### src/rtl/fetch_unit.sv
// Instruction fetch unit: sequential and redirected PC generation, a single
// outstanding instruction-memory request, and a small in-order instruction queue.
module fetch_unit #(
  parameter int unsigned       ADDR_W   = 32,
  parameter int unsigned       DEPTH    = 4,
  parameter logic [ADDR_W-1:0] RESET_PC = '0
) (
  input  logic              clk,
  input  logic              rst,
  input  logic              redir_valid,
  input  logic [1:0]        redir_mode,
  input  logic [ADDR_W-1:0] redir_pc,
  input  logic [25:0]       jmp_addr,
  input  logic [15:0]       branch_offset,
  input  logic [ADDR_W-1:0] reg_addr,
  output logic              imem_req,
  output logic [ADDR_W-1:0] imem_addr,
  input  logic              imem_ack,
  input  logic [31:0]       imem_rdata,
  output logic              instr_valid,
  input  logic              instr_ready,
  output logic [31:0]       instr,
  output logic [ADDR_W-1:0] instr_pc
);

  localparam int unsigned PTR_W = $clog2(DEPTH);

  typedef enum logic [1:0] {IDLE, WAIT, DROP} state_t;

  state_t            state;
  logic [ADDR_W-1:0] fetch_pc;
  logic [ADDR_W-1:0] req_addr;
  logic [31:0]       q_word [DEPTH];
  logic [ADDR_W-1:0] q_pc   [DEPTH];
  logic [PTR_W-1:0]  rd_ptr;
  logic [PTR_W-1:0]  wr_ptr;
  logic [PTR_W:0]    count;

  logic              redir;
  logic              pop;
  logic              push;
  logic [PTR_W:0]    count_after_pop;
  logic [PTR_W:0]    count_next;
  logic              room_after_pop;
  logic              room_after_push;
  logic [ADDR_W-1:0] seq_pc;
  logic [ADDR_W-1:0] link_pc;
  logic [ADDR_W-1:0] jump_target;
  logic [ADDR_W-1:0] branch_target;
  logic [ADDR_W-1:0] reg_target;
  logic [ADDR_W-1:0] target;

  assign link_pc       = redir_pc + ADDR_W'(4);
  assign branch_target = link_pc + {{(ADDR_W-18){branch_offset[15]}}, branch_offset, 2'b00};
  assign reg_target    = {reg_addr[ADDR_W-1:2], 2'b00};
  assign seq_pc        = fetch_pc + ADDR_W'(4);

  // Jumps keep the top region bits of the link address; a 28-bit PC has none.
  if (ADDR_W > 28) begin : g_jump_region
    assign jump_target = {link_pc[ADDR_W-1:28], jmp_addr, 2'b00};
  end else begin : g_jump_flat
    assign jump_target = {jmp_addr, 2'b00};
  end

  always_comb begin
    target = fetch_pc;
    case (redir_mode)
      2'd0:    target = jump_target;
      2'd1:    target = branch_target;
      2'd2:    target = reg_target;
      default: target = fetch_pc;
    endcase
  end

  assign redir           = redir_valid && (redir_mode != 2'd3);
  assign instr_valid     = (count != '0);
  assign pop             = instr_valid && instr_ready;
  assign push            = (state == WAIT) && imem_ack && !redir;
  assign count_after_pop = count - (PTR_W+1)'(pop);
  assign count_next      = count_after_pop + (PTR_W+1)'(push);
  assign room_after_pop  = count_after_pop < (PTR_W+1)'(DEPTH);
  assign room_after_push = count_next < (PTR_W+1)'(DEPTH);

  assign imem_req  = (state != IDLE);
  assign imem_addr = req_addr;
  assign instr     = instr_valid ? q_word[rd_ptr] : 32'd0;
  assign instr_pc  = instr_valid ? q_pc[rd_ptr] : '0;

  // A request is only issued when its response is guaranteed a free slot,
  // so the queue never needs an overflow check.
  always_ff @(posedge clk) begin
    if (rst) begin
      state    <= IDLE;
      fetch_pc <= RESET_PC;
      req_addr <= '0;
      rd_ptr   <= '0;
      wr_ptr   <= '0;
      count    <= '0;
    end else begin
      if (redir) begin
        rd_ptr <= '0;
        wr_ptr <= '0;
        count  <= '0;
      end else begin
        if (push) begin
          q_word[wr_ptr] <= imem_rdata;
          q_pc[wr_ptr]   <= req_addr;
          wr_ptr         <= wr_ptr + 1'b1;
        end
        if (pop) begin
          rd_ptr <= rd_ptr + 1'b1;
        end
        count <= count_next;
      end

      case (state)
        IDLE: begin
          if (redir) begin
            fetch_pc <= target;
            req_addr <= target;
            state    <= WAIT;
          end else if (room_after_pop) begin
            req_addr <= fetch_pc;
            state    <= WAIT;
          end
        end
        WAIT: begin
          if (redir) begin
            fetch_pc <= target;
            if (imem_ack) begin
              req_addr <= target;
            end else begin
              state <= DROP;
            end
          end else if (imem_ack) begin
            fetch_pc <= seq_pc;
            if (room_after_push) begin
              req_addr <= seq_pc;
            end else begin
              state <= IDLE;
            end
          end
        end
        // The stale response still has to be absorbed before refetching.
        DROP: begin
          if (redir) begin
            fetch_pc <= target;
          end
          if (imem_ack) begin
            req_addr <= redir ? target : fetch_pc;
            state    <= WAIT;
          end
        end
        default: state <= IDLE;
      endcase
    end
  end

endmodule

### config.mk
export PLATFORM = sky130hd
export DESIGN_NAME = fetch_unit
export DESIGN_NICKNAME = d
export VERILOG_FILES = /design/src/rtl/fetch_unit.sv
export SDC_FILE = /design/constraint.sdc
export NUM_CORES = 1
export LEC_CHECK = 0
export CAP_MARGIN = 25
export CELL_PAD_IN_SITES_DETAIL_PLACEMENT = 1
export CELL_PAD_IN_SITES_GLOBAL_PLACEMENT = 2
export CORE_MARGIN = 8
export CORE_UTILIZATION = 30
export CTS_CLUSTER_DIAMETER = 120
export CTS_CLUSTER_SIZE = 16
export DETAILED_ROUTE_END_ITERATION = 7
export PLACE_DENSITY = 0.78
export SLEW_MARGIN = 20
export SYNTH_ARGS = -nofsm -noshare
export SYNTH_HDL_FRONTEND = slang
export SYNTH_SLANG_ARGS = --single-unit
### constraint.sdc
create_clock -name clk -period 4.1 [get_ports clk]
set_input_delay 0.82 -clock clk [delete_from_list [all_inputs] [get_ports clk]]
set_output_delay 0.82 -clock clk [all_outputs]
set_load 0.01 [all_outputs]
# [Word level (Yosys, flattened, before mapping)]
# Memories as Yosys holds them, arrays and structs flattened. A register that Yosys moved wholly into a read port is not among the register bits.
# Cells that the tools add are included.
[word_totals] ramBits=256 wordCells=76 ff_bits=73 n_memories=2 output_inout_bits=98 input_bits=145
[memory_table] name="q_pc" depth=4 width=32 rd=1 rd_ports_with_merged_regs=1 wr=1 line="34" source="logic [ADDR_W-1:0] q_pc [DEPTH];"
[memory_table] name="q_word" depth=4 width=32 rd=1 rd_ports_with_merged_regs=1 wr=1 line="33" source="logic [31:0] q_word [DEPTH];"
[classes] magnitude_cmp=2 n_eq_ne=12 add_sub_neg=7 reduce_logical=16 n_mux=31
[ops] operator="$mux 32" count=12
[ops] operator="$pmux 32 s3" count=2
[ops] operator="$add 32x3->32 const B" count=2
[ops] operator="$pmux 32 s2" count=1
[ops] operator="$add 32x32->32" count=1
[ops] operator="$mux 2" count=11
[ops] operator="$ne 3x3->1 const B" count=5
[ops] operator="$reduce_and 5->1" count=2
[ops] operator="$lt 3x3->1 const B" count=2
[ops] operator="$ne 2x2->1 const B" count=3
[ops] operator="$pmux 2 s3" count=1
[ops] operator="$reduce_bool 3->1" count=2
[ops] operator="$add 2x1->2 const B" count=2
[ops] operator="$eq 2x1->1 const B" count=2
[ops] operator="$eq 2x2->1 const B" count=2
[ops] operator="$logic_and 1x1->1" count=4
[ops] operator="$logic_not 2->1" count=2
[ops] operator="$mux 1" count=4
[ops] operator="$reduce_bool 2->1" count=2
[ops] operator="$reduce_or 2->1" count=2
[ops] operator="$add 3x1->3" count=1
[ops] operator="$sub 3x1->3" count=1
[ops] operator="$reduce_and 2->1" count=1
[ops] operator="$logic_not 1->1" count=1

# [Longest topological paths before layout]
[depth] word_depth=10 mapped_depth=18 ltp_nobuf=17

# [Worst setup path after synthesis]
# No wires, ideal clock.
[synth_timing] kind="in2reg" from="input port redir_pc[13]" to="register fetch_pc[31]" path_buffers=2 required_time_ps=3960 setup_time_ps=140 arrival_ps=4067 slack_ps=-107 path_stages=16 cell_sequence="and4_1 > nand3_2 > nor4_4 > nand4_1 > xnor2_1 > ha_1 > clkbuf_1 > and3_1 > clkbuf_1 > a221oi_1 > nand3_1 > a221oi_2 > xnor2_1 > mux2_2 > o22ai_2 > a2111oi_1"
[synth_between] elab_chain_cells=5 word_cells_on_any_way=6 classes_between="add/sub (2); mux (4)"
[synth_lines] item="start: declaration" line="12" source="input logic [ADDR_W-1:0] redir_pc,"
[synth_lines] item="$add 32x3->32 (*)" line="53" source="assign link_pc = redir_pc + ADDR_W'(4);"
[synth_lines] item="$add 32x32->32" line="54" source="assign branch_target = link_pc + {{(ADDR_W-18){branch_offset[15]}}, branch_offset, 2'b00};"
[synth_lines] item="$pmux 32 s3 (*)" line="67" source="case (redir_mode)"
[synth_lines] item="$mux 32 (on tied branches)" line="118, 146, 128"
[synth_lines] item="$pmux 32 s2 (*)" line="116" source="case (state)"
[synth_lines] item="end signal: assignment" line="119" source="fetch_pc <= target;"
[synth_lines] item="end signal: assignment" line="129" source="fetch_pc <= target;"
[synth_lines] item="end signal: assignment" line="147" source="fetch_pc <= target;"
[synth_lines] item="end: declaration" line="31" source="logic [ADDR_W-1:0] fetch_pc;"
# Every way passes the cells marked *; elsewhere a longest branch is shown, timed or not.
# A chain may end at the register's enable or synchronous reset.

# [Worst setup path after layout]
[layout_timing] from="input port redir_pc[21]" to="register fetch_pc[31]"
# The elaborated chain is that of the path after synthesis.

==> qor.txt <==
=================================================================================================
Worst voltage drop across the vdd grid .............................................   0.000241 V
Power share of the clock group .....................................................        28.1%
Met2 routing resource usage after global routing ...................................        29.0%
Clock Root Buffer .................................................................. sky130_fd_sc_hd__clkbuf_16
Worst hold slack across all endpoints ..............................................     0.522 ns
Hold Path Class ....................................................................      reg2reg
Share of synthesized flip-flops with an asynchronous set or reset ..................           0%
Drt via density ....................................................................         5.14
Clock slew seen by the registers of the worst setup and hold paths .................      0.08 ns
Core box area ......................................................................  55000 sq um
Number of remaining DRC errors .....................................................            0
Slew of the pin with the lowest slew margin ........................................     0.785 ns
Placed wire-length estimate after detailed placement ...............................     40800 um
Internal power .....................................................................      5.80 mW
Worst slew margin relative to its limit ............................................        47.1%
Avg WL per Cell ....................................................................      21.6 um
Switching Power ....................................................................      2.15 mW
Width of the chip ..................................................................       252 um
Max-slew violation count ...........................................................            0
Final clock period utilization by the worst path ...................................        98.6%
Max Clock Freq .....................................................................      247 MHz
Met1 usage .........................................................................        21.9%
Count of flip-flops with a built-in enable after synthesis .........................          256
Latest clock arrival within the worst-skew pair ....................................      0.52 ns
Number of H-tree levels ............................................................            1
Aggregate routed wire length .......................................................     54700 um
Data arrival time at the worst-slack endpoint ......................................      4.43 ns
Cell area after placement ..........................................................  21300 sq um
Outcome ............................................................................ finished, final reports clean
Clock tree from TritonCTS ..........................................................          yes
Number of buffers added by the clock tree synthesis step ...........................           24
Power density over the cells .......................................................  353 nW/um^2
Via Count ..........................................................................        13000
CP max FO ..........................................................................            3
Total routing resource utilization after global routing ............................        16.6%
Number of nets at the end of the flow ..............................................         1952
Synthesized instance count .........................................................         1384
Number of routed nets with antenna violations ......................................            0
Total power consumption of the routed design .......................................      7.95 mW
Met3 Use GR ........................................................................        1.86%
Comb pwr share .....................................................................        23.0%
Initial DRT Pass Iterations ........................................................            5
Dominant register cell in the synthesized netlist .................................. sky130_fd_sc_hd__edfxtp_1
Top delay family on crit path ...................................................... simple AND/OR/NAND/NOR gates
Required time at the worst-slack endpoint ..........................................      4.49 ns
Layout overhead on the synthesized area ............................................        35.0%
Average footprint of a synthesized cell ............................................   12.0 sq um
Overall die area ...................................................................  63400 sq um
Switching part of the total power ..................................................        27.1%
Num Clock Sinks ....................................................................          331
Initial Util .......................................................................        30.3%
Final weighted congestion of routability-driven global placement ...................        0.896
Aggregate global routing overflow ..................................................            0
Critical Path Slowest Stage Cell ................................................... sky130_fd_sc_hd__clkdlybuf4s50_1
Syn_nets ...........................................................................         1574
Type of origin of the critical path ................................................    input pin
Min Clock Period, post-route .......................................................      4.04 ns
Number of synthesized register bits ................................................          331
Post-route design area .............................................................  22500 sq um
Count of yosys warnings during synthesis ...........................................            0
Number of DRC violations after detailed-routing iteration 0 ........................          769
Worst-path cell chain .............................................................. clkdlybuf4s50_1 > nand4_1 > nor4_4 > buf_4 > nand4_1 > xnor2_1 > buf_4 > ha_4 > and3_4 > a221oi_4 > nand3_2 > a221oi_2 > xnor2_1 > mux2_4 > o22ai_4 > a2111oi_4
Busiest metal layer after global routing ...........................................         met2
Die Span Y .........................................................................       252 um
Buffers on Ports ...................................................................          240
# setup viols final ................................................................            0
Layout Skew ........................................................................    0.0157 ns
Worst stage delay on the critical path .............................................      0.51 ns
Fraction of layout cells with a size suffix above 1 ................................        22.0%
Max capacitance violation total ....................................................            0
Pin count of the biggest net entering global routing ...............................           66
Number of distinct library cell variants in the gate-level netlist after synthesis .           74
Number of buffers on the longest clock path ........................................            3
Global-route wire length before repair .............................................     83700 um
Initial antenna violation count ....................................................            1
Register area share after synthesis ................................................        55.1%
Cell area after synthesis ..........................................................  16700 sq um
Crit Path Category .................................................................       in2reg
Fraction of power consumed by sequential logic .....................................        48.9%
Number of core rows ................................................................           86
Number of global-route vias before repair ..........................................        13900
Standby leakage power ..............................................................      7.78 nW
Final Hold Fails ...................................................................            0
Endpoint type of the worst setup path ..............................................         flop
Number of buffer and inverter stages on the critical path ..........................            3
Number of ports placed on the die boundary .........................................          243
=================================================================================================
-- state kept, by name (all words and copies together), names as in the netlist, named ones only --
| name | count |
|---|---|
| q_pc | 128 |
| q_word | 128 |
| fetch_pc | 32 |
| imem_addr | 32 |
| count | 3 |
| rd_ptr | 2 |
| state | 2 |
| wr_ptr | 2 |
-- power groups by stage --
stage               logic (mW)  registers, mW  clock network [mW]
floorplan                0.821           3.91                   0
global placement          1.73           3.95                   0
detailed placement        1.76           3.96                   0
CTS                       1.79           3.89                2.30
global route              1.98           3.91                2.40
finish                    1.83           3.89                2.23
-- timing repair --
| action | CTS | global route |
|---|---|---|
| hold buffers | 0 | 0 |
| endpoints found under the setup margin | 34 | 36 |
| resized for setup | 33 | 76 |
| hold endpoints to repair | 0 | 0 |
| setup buffers | 3 | 5 |
| pin swaps | 10 | 46 |
-- tightest hold or removal path, stage by stage, from the launching register on --
cell                       delay, ns
sky130_fd_sc_hd__dfxtp_1        0.32
sky130_fd_sc_hd__nor2_1         0.10
sky130_fd_sc_hd__a211oi_1       0.05
-- metal layers --
layer | vias up | wire length, um
li1 | 6018 | -
met1 | 6560 | 23700
met2 | 353 | 27000
met3 | 62 | 2700
met4 | 0 | 1310
met5 | - | 0
-- logic make-up after synthesis --
| logic type | share of synthesized area, % |
|---|---|
| compound gates | 12.3 |
| xor+xnor | 4.31 |
| fa+ha+maj | 3.42 |
| buf+inv | 2.45 |
| flops | 55.1 |
| mux | 9.76 |
| simple gates | 12.6 |
-- cells in the final DEF (no fill, tap or decap), drive strengths merged, types with 31 or more instances in the layout --
cell type,Yosys,routed
a21oi,83,83
and2,74,74
buf,15,198
clkbuf,70,43
clkdlybuf4s50,0,226
dfxtp,75,75
edfxtp,256,256
ha,44,44
mux4,64,64
nand2,120,120
nand3,50,50
nor2,91,91
o21ai,69,69
xnor2,51,51
xor2,31,31
-- final cells by class --
class	count	area, sq um
fillers	5886	32500
flip-flops and latches	331	9190
multi-input cells	945	7540
repair buffers	437	4050
well taps	748	936
clock buffers	43	693
inverters	23	86.3
clock inverters	1	6.26
diodes	1	2.50
-- cell usage after synthesis, drive strengths merged, types with 3 or more instances --
cell     count  area share (%)
o211ai      12            0.57
o22a         3            0.16
nor4         5            0.28
xnor2       51             2.7
o21bai       5            0.23
or3          4            0.15
a311oi       4            0.21
nand2b       3            0.11
o2111ai      4            0.21
a31o         4            0.21
nor2b        8            0.30
nor3        16            0.48
or2          6            0.23
mux4        64             8.6
clkbuf      70             1.6
and2        74             2.8
a221o        4            0.24
mux2i        5            0.30
nand4       20            0.75
mux2        12            0.81
nand3       50             1.5
xor2        31             1.6
ha          44             3.3
a21o        16            0.72
a21oi       83             2.5
inv         23            0.52
dfxtp       75             9.0
o21a         4            0.18
a221oi       5            0.34
o22ai       18            0.71
and4         7            0.37
o31ai        5            0.23
a211o        3            0.16
a2111oi     12            0.68
a31oi       12            0.45
a21boi       3            0.14
a41oi        3            0.16
edfxtp     256              46
a211oi      24             1.1
nand2      120             2.7
and3        19            0.71
nor2        91             2.0
buf         15            0.36
o21ai       69             2.1
-- final timing paths --
| kind | start | end | slack, ns | cells past startpoint |
|---|---|---|---|---|
| max reg2reg | count[0] | imem_addr[27] | 0.89 | 13 |
| min | fetch_pc[1] | fetch_pc[1] | 0.52 | 2 |
| max | redir_pc[21] | fetch_pc[31] | 0.06 | 16 |
| min reg2reg | fetch_pc[1] | fetch_pc[1] | 0.52 | 2 |
-- through the flow --
stage / TNS, ns / util (%) / setup WS [ns] / std cells
after detailed placement: -25.56 / 38.7 / -0.815 / 2476
after global routing: -0.0332 / 40.9 / -0.0280 / 2529
after global placement: -22.81 / 38.7 / -0.752 / 2476
final: 0 / 40.9 / 0.0576 / 2529
after floorplan: 0 / - / 0.0240 / 1384
after CTS: -0.00472 / 40.2 / -0.00472 / 2523
(Power assumes the default switching activity.)
